[src/rtl/aes_display_pkg.sv]
// Shared types and sizing for the AES block display sequencer.
package aes_display_pkg;

  typedef enum logic [1:0] {
    IDLE,
    CONVERT,
    SHOW
  } state_t;

  localparam int BCD_W     = 12;
  localparam int BYTE_W    = 8;
  localparam int NUM_BYTES = 16;
  localparam int DD_ITERS  = 8;

endpackage

[src/rtl/bin2bcd_serial.sv]
// Serial double-dabble: one add-3/shift iteration per cycle, 8-bit binary to 3-digit BCD.
module bin2bcd_serial
  import aes_display_pkg::*;
(
  input  logic              clk,
  input  logic              reset,
  input  logic              start,
  input  logic [BYTE_W-1:0] bin_in,
  output logic              done,
  output logic [BCD_W-1:0]  bcd_out
);

  localparam int SR_W   = BCD_W + BYTE_W;
  localparam int ITER_W = $clog2(DD_ITERS + 1);
  localparam logic [ITER_W-1:0] ITER_LAST = ITER_W'(DD_ITERS);

  logic [SR_W-1:0]   shift_p0;
  logic [ITER_W-1:0] iter_p0;

  function automatic logic [SR_W-1:0] dd_step(input logic [SR_W-1:0] r);
    logic [SR_W-1:0] a;
    a = r;
    for (int k = 0; k < BCD_W / 4; k++) begin
      if (a[BYTE_W+4*k +: 4] >= 4'd5)
        a[BYTE_W+4*k +: 4] = a[BYTE_W+4*k +: 4] + 4'd3;
    end
    return a << 1;
  endfunction

  // start performs the first iteration directly on the fresh byte; a new start aborts any run
  always_ff @(posedge clk) begin
    if (reset)
      iter_p0 <= '0;
    else if (start)
      iter_p0 <= ITER_W'(1);
    else if (iter_p0 == ITER_LAST)
      iter_p0 <= '0;
    else if (iter_p0 != '0)
      iter_p0 <= iter_p0 + ITER_W'(1);
  end

  always_ff @(posedge clk) begin
    if (start)
      shift_p0 <= dd_step({{BCD_W{1'b0}}, bin_in});
    else if (iter_p0 != '0 && iter_p0 != ITER_LAST)
      shift_p0 <= dd_step(shift_p0);
  end

  assign done    = (iter_p0 == ITER_LAST);
  assign bcd_out = shift_p0[SR_W-1 -: BCD_W];

endmodule

[src/rtl/aes_display_scheduler.sv]
// Steps through the 16 bytes of a captured AES block, converting each to BCD for the
// seven-segment decoder and holding it for DWELL_CYCLES.
module aes_display_scheduler #(
  parameter int DWELL_CYCLES = 50_000_000,
  parameter int NUM_BYTES    = aes_display_pkg::NUM_BYTES
) (
  input  logic                                     clk,
  input  logic                                     reset,
  input  logic [NUM_BYTES*aes_display_pkg::BYTE_W-1:0] data_in,
  input  logic                                     load,
  input  logic                                     hold,
  output logic [aes_display_pkg::BCD_W-1:0]        word_out,
  output logic [$clog2(NUM_BYTES)-1:0]             byte_idx,
  output logic                                     valid,
  output logic                                     busy
);

  import aes_display_pkg::*;

  localparam int IDX_W = $clog2(NUM_BYTES);
  localparam int CNT_W = (DWELL_CYCLES > 1) ? $clog2(DWELL_CYCLES) : 1;
  localparam logic [CNT_W-1:0] DWELL_LAST = CNT_W'(DWELL_CYCLES - 1);

  state_t state, state_nxt;

  logic [NUM_BYTES-1:0][BYTE_W-1:0] block;
  logic [IDX_W-1:0]  conv_idx, idx_next;
  logic [CNT_W-1:0]  dwell_cnt;
  logic [BYTE_W-1:0] cur_byte;
  logic [BCD_W-1:0]  dd_bcd;
  logic              dd_done;
  logic              start_p0, start_nxt;
  logic              advance, latch;

  // byte 0 sits in the most significant lane of the block
  assign cur_byte = block[IDX_W'(NUM_BYTES - 1) - conv_idx];
  assign idx_next = (conv_idx == IDX_W'(NUM_BYTES - 1)) ? '0 : conv_idx + IDX_W'(1);

  bin2bcd_serial u_bin2bcd (
    .clk     (clk),
    .reset   (reset),
    .start   (start_p0),
    .bin_in  (cur_byte),
    .done    (dd_done),
    .bcd_out (dd_bcd)
  );

  always_ff @(posedge clk) begin
    if (reset) state <= IDLE;
    else       state <= state_nxt;
  end

  // done is ignored while a fresh start is pending so an aborted run never reaches the display
  always_comb begin
    state_nxt = state;
    start_nxt = 1'b0;
    advance   = 1'b0;
    latch     = 1'b0;
    unique case (state)
      IDLE: begin
      end
      CONVERT: begin
        if (dd_done && !start_p0) begin
          latch     = 1'b1;
          state_nxt = SHOW;
        end
      end
      SHOW: begin
        if (!hold && dwell_cnt == DWELL_LAST) begin
          advance   = 1'b1;
          start_nxt = 1'b1;
          state_nxt = CONVERT;
        end
      end
      default: state_nxt = IDLE;
    endcase
    if (load) begin
      advance   = 1'b0;
      latch     = 1'b0;
      start_nxt = 1'b1;
      state_nxt = CONVERT;
    end
  end

  always_ff @(posedge clk) begin
    if (reset) begin
      block     <= '0;
      conv_idx  <= '0;
      start_p0  <= 1'b0;
      dwell_cnt <= '0;
      word_out  <= '0;
      byte_idx  <= '0;
      valid     <= 1'b0;
      busy      <= 1'b0;
    end else begin
      start_p0 <= start_nxt;
      busy     <= (state_nxt == CONVERT);
      if (load) begin
        block    <= data_in;
        conv_idx <= '0;
      end else if (advance) begin
        conv_idx <= idx_next;
      end
      if (latch) begin
        word_out <= dd_bcd;
        byte_idx <= conv_idx;
        valid    <= 1'b1;
      end
      if (state == SHOW && state_nxt == SHOW) begin
        if (!hold) dwell_cnt <= dwell_cnt + CNT_W'(1);
      end else begin
        dwell_cnt <= '0;
      end
    end
  end

endmodule

[config.mk]
export PLATFORM = sky130hd
export DESIGN_NAME = aes_display_scheduler
export DESIGN_NICKNAME = d
export VERILOG_FILES = /design/src/rtl/aes_display_pkg.sv /design/src/rtl/bin2bcd_serial.sv /design/src/rtl/aes_display_scheduler.sv
export SDC_FILE = /design/constraint.sdc
export NUM_CORES = 1
export LEC_CHECK = 0
export BUFFER_PORTS_ARGS = -buffer_cell sky130_fd_sc_hd__buf_2
export CAP_MARGIN = 30
export CELL_PAD_IN_SITES_DETAIL_PLACEMENT = 1
export CELL_PAD_IN_SITES_GLOBAL_PLACEMENT = 2
export CORE_AREA = 5 5 174 176
export DETAILED_ROUTE_END_ITERATION = 7
export DIE_AREA = 0 0 179 181
export PLACE_DENSITY = 0.73
export SETUP_SLACK_MARGIN = 0.4
export SYNTH_ARGS = -nofsm -noshare
export SYNTH_HDL_FRONTEND = slang
export SYNTH_HIERARCHICAL = 1
export SYNTH_SLANG_ARGS = --single-unit
[constraint.sdc]
create_clock -name clk -period 2.61 [get_ports clk]
set_input_delay 0.261 -clock clk [delete_from_list [all_inputs] [get_ports clk]]
set_output_delay 0.261 -clock clk [all_outputs]
set_load 0.01 [all_outputs]
# Yosys cells after proc, flatten, opt, wreduce, memory -nomap -nowiden
# Cells that the tools add are included.
# op_classes
n_addsub,7
n_eq_ne,8
n_bitwise,1
mux,22
order_cmp,4
reduce_logical,13
# ops
op,count
binary-select mux 8 bit (select 4 bit),1
"adder 26 x 1 -> 26 bit, second input constant",1
"== test 26 bit, second input constant",1
2-to-1 mux 9 bit,2
"greater-or-equal comparator 4 x 3 -> 1 bit, second input constant",3
2-to-1 mux 4 bit,3
2-to-1 mux 1 bit,10
"adder 4 x 1 -> 4 bit, second input constant",2
"adder 4 x 2 -> 4 bit, second input constant",2
"== test 4 bit, second input constant",2
2-to-1 mux 8 bit,1
2-to-1 mux 2 bit,3
one-hot mux 2 bit (3 select lines),1
"less-than comparator 4 x 5 -> 1 bit, second input constant",1
"== test 2 x 1 -> 1 bit, second input constant",2
"== test 2 bit, second input constant",2
logical AND 1 bit,4
"!= test 4 bit, second input constant",1
nonzero test 4 bit,1
OR reduction 2 bit,2
"subtractor 4 bit, first input constant",1
"adder 3 x 2 -> 3 bit, second input constant",1
2-to-1 mux 3 bit,1
nonzero test 3 bit,1
other kinds (5),6
# totals
reg_bits,202
out_inout_bits,18
elab_cells,83
input_bits,132

# Longest topological paths before layout
# depth
depth_word,9
depth_mapped,11
depth_no_buf,9

# Hierarchy
# Netlist, hierarchy kept.
# modules_own_cells
module,cells_per_inst,seq_area_each_um2,area_each_um2,instances
aes_display_scheduler,720,3583.4,7594.8,1
bin2bcd_serial,136,540.5,1367.6,1

# Worst setup path before layout
# Ideal clock, no wire load.
# synth_timing
path_kind,register to register
startpoint,reg conv_idx[0]
endpoint,"reg u_bin2bcd.shift_p0[4], data pin"
required_time_ns,2.348
synth_period_minus_slack_ns,2.604
slack_ns,0.006
path_stages_with_launch,6
arrival_ns,2.342
path_cell_list,dfxtp_1 > clkbuf_1 > buf_2 > mux4_2 > mux4_2 > mux2_1
# synth_via
elab_chain_cells,4
# synth_lines
item,line,text
from (decl),aes_display_scheduler.sv:27,"logic [IDX_W-1:0] conv_idx, idx_next;"
from (signal assigned),aes_display_scheduler.sv:102,conv_idx <= idx_next;
subtractor 4 bit,aes_display_scheduler.sv:36,assign cur_byte = block[IDX_W'(NUM_BYTES - 1) - conv_idx];
binary-select mux 8 bit (select 4 bit),aes_display_scheduler.sv:36,
2-to-1 mux 8 bit (implied by the code),aes_display_scheduler.sv:36,
net cur_byte[3],aes_display_scheduler.sv:29,logic [BYTE_W-1:0] cur_byte;
2-to-1 mux 9 bit,bin2bcd_serial.sv:43,if (start)
to (signal assigned),bin2bcd_serial.sv:44,"shift_p0 <= dd_step({{BCD_W{1'b0}}, bin_in});"
to (signal assigned),bin2bcd_serial.sv:46,shift_p0 <= dd_step(shift_p0);
to (decl),bin2bcd_serial.sv:17,logic [SR_W-1:0] shift_p0;
# The timed path passes the listed nets, and every way through them passes these cells. The select of a mux whose other input is x is not followed.
# A chain may end at the register's enable or synchronous reset.

# Worst setup path after layout
# layout_timing
startpoint,reg conv_idx[0]
endpoint,"reg u_bin2bcd.shift_p0[3], data pin"
# The elaborated chain is that of the path after synthesis.

==> impl_metrics.yaml <==
timing:
  setup-violations-final: 0
  hold_ws_ns: 0.00709
  setup_ws_ns: 0.452
  rsz0062_at_grt: "true"
  post-route-period-util_pct: 82.7
  relSlewSlack_pct: 47.0
  final_hold_viol_count: 0
  fin_skew_ns: 0.0194
  post-route-min-period_ns: 2.16
  worstMarginPinSlew_ns: 0.794
  slew_violations: 0
  timing.fmax_mhz: 463
  tns_ns: 0
synthesis:
  syn-cell-area_um2: 8960
  synth_area_leaders: "dfxtp_1 43%, mux2i_1 15%, mux4_2 10%, nor2_1 7.2%, edfxtp_1 2.7%"
  postSynth.asyncResetShare_pct: 0
  ys_seq_area_share_pct: 46.0
  synth_edf_count: 8
  ys_warn_count: 6
  synth_cells: 856
  syn_nets: 998
  avgSynthCellArea_um2: 10.5
  yosys.area.top_type: "dfxtp_1"
  synth_ff_type: "dfxtp_1"
  ys_types: 56
  synth_top_area_share_pct: 43.3
  synth_seq_cells: 202
outcome:
  outcome: "finished clean"
worst_setup_path:
  path_delay_family: "multiplexers"
  max_stage_delay_ns: 0.50
  cpMaxStageDelayCell: "mux4_2"
  critical_path_class: "reg -> reg"
  end_kind: "register"
  cp_common_cell: "mux4_2"
  critical_path_arrival_ns: 2.43
  path_max_fanout: 16
  crit_required_ns: 2.88
  start_kind: "register"
  path_cells: "buf_16 -> mux4_2 -> mux4_2 -> mux2_2"
  cp_num_buf_inv: 1
detailed_routing:
  routed_wl_um: 27100
  drt_iter0_drc: 307
  drt_first_pass_iters: 4
  vias: 6946
  viasPerCell: 4.75
  wl_per_cell_um: 18.5
  drc: 0
  ant_nets: 0
clocking:
  cts_sinks: 202
  h-tree-depth: 1
  cts_made_buffers: 25
  post_cts_buffers: 0
  cts_tree: "yes"
  cts.root.buffer_cell: "clkbuf_16"
  path_clk_slew_ns: 0.06
  clockBufferDepth: 3
  clk-insertion-delay-late_ns: 0.52
cells_and_area:
  layout-drive-gt1-share_pct: 24.8
  finalNetCount: 1200
  syn_to_final_growth_pct: 29.7
  antenna_cells: 0
  fin_cells: 1461
job:
  cap_violations: 0
global_routing:
  first_global_vias: 7193
  grt_usage_pct: 16.5
  antenna_found_initial: 1
  overflow: 0
  grt_max_degree: 153
  grt_pass1_wl_um: 42100
placement:
  hpwl_um: 19000
  place_inst: 1339
  place.gp.congestion: 0.787
  io_buffers: 149
  pre_cts_ws_ns: 0.349
floorplan:
  chipHeight_um: 181
  row_count: 62
  io_pins: 150
  die_w_um: 179
  die_area_um2: 32400
  initial_utilization_pct: 31.5
  coreArea_um2: 28500
min_path:
  hp-class: "in -> reg"
power_and_ir_drop:
  max-vdd-ir-drop_mv: 0.369
  p_leak_nw: 4.85
  power_density_nw_per_um2: 662
-- sequential cells by signal (all words and copies together) (netlist names) --
signal              count
start_p0                1
u_bin2bcd/shift_p0     19
block                 128
word_out               12
u_bin2bcd/iter_p0       4
valid                   1
byte_idx                4
busy                    1
dwell_cnt              26
conv_idx                4
state                   2
-- what timing repair did --
item / CTS / global route
pin swaps: 0 / 0
resized for setup: 2 / 0
hold endpoints to repair: 74 / 0
setup endpoints to repair: 7 / 3
cloned: 1 / 1
hold buffers: 74 / 0
-- through the flow --
step / power [mW] / cell area [um^2] / util, %
final: 7.69 / 11600 / 40.8
after global routing: 8.02 / 11600 / 40.8
after CTS: 7.79 / 11600 / 40.7
after detailed placement: 4.18 / 9990 / 35.1
after global placement: 4.17 / 9990 / 35.1
after floorplan: 3.91 / 8990 / -
-- synth_stat cells (all sizes together), types with 3 or more instances --
cell,number
dfxtp,194
nor2,173
mux2i,131
nand2,45
mux4,40
buf,37
clkbuf,28
a21oi,24
nand3,21
xor2,21
nand2b,14
inv,13
nor3,12
ha,10
nand4,9
or3,9
edfxtp,8
mux2,7
o21ai,7
xnor2,7
nor2b,6
a2111o,4
nor4,4
o221ai,4
a211oi,3
a31oi,3
and2,3
and3,3
-- layout make-up --
type | instances | area [um^2]
multi-input combinational | 576 | 4430
sequential | 202 | 4130
clock inverter | 8 | 93.8
tap | 384 | 480
fill | 3201 | 16800
timing repair buffer | 240 | 1700
inverter | 13 | 48.8
clock buffer | 38 | 744
-- cell families after synthesis --
family          share of synthesized area (%)
fa+ha+maj                                1.40
mux                                      25.6
compound gates                           3.78
simple gates                             15.9
xor+xnor                                 2.74
buf+inv                                  4.61
flops                                    46.0
-- metal layers --
metal  wire length (um)  track usage [%]
met5                  0                0
met2              12900             26.8
met4                314             3.01
met3               1390             2.28
met1              12400             23.5
-- path summary, 6_finish.rpt --
kind / to / slack (ns) / startpoint / depth (start not counted)
max: u_bin2bcd/shift_p0[3]$_DFFE_PP_ / 0.45 / conv_idx[0]$_SDFFE_PP0P_ / 4
min: block[123]$_SDFFE_PP0P_ / 0.007 / data_in[123] / 3
max reg2reg: u_bin2bcd/shift_p0[3]$_DFFE_PP_ / 0.45 / conv_idx[0]$_SDFFE_PP0P_ / 4
min reg2reg: byte_idx[2]$_SDFFE_PP0P_ / 0.45 / byte_idx[2]$_SDFFE_PP0P_ / 2
-- worst register-to-register path, cell delays in order, from the launching register on --
cell and delay (ns):
dfxtp_4 0.45, buf_16 0.21, mux4_2 0.50, mux4_2 0.48, mux2_2 0.28
-- cell usage in the layout, fill, tap and decap left out, types with 24 or more instances in the layout --
| master | n |
|---|---|
| mux2i_1 | 131 |
| dlygate4sd3_1 | 74 |
| clkbuf_16 | 26 |
| dfxtp_1 | 192 |
| nor2_1 | 172 |
| mux4_2 | 40 |
| a21oi_1 | 24 |
| buf_2 | 147 |
| nand2_1 | 44 |
-- where the power goes --
part | switching (mW) | leakage (nW) | internal [mW]
sequential | 0.137 | 1.67 | 3.28
combinational | 0.371 | 2.76 | 0.406
clock | 1.34 | 0.418 | 2.16
(Power assumes the default switching activity.)
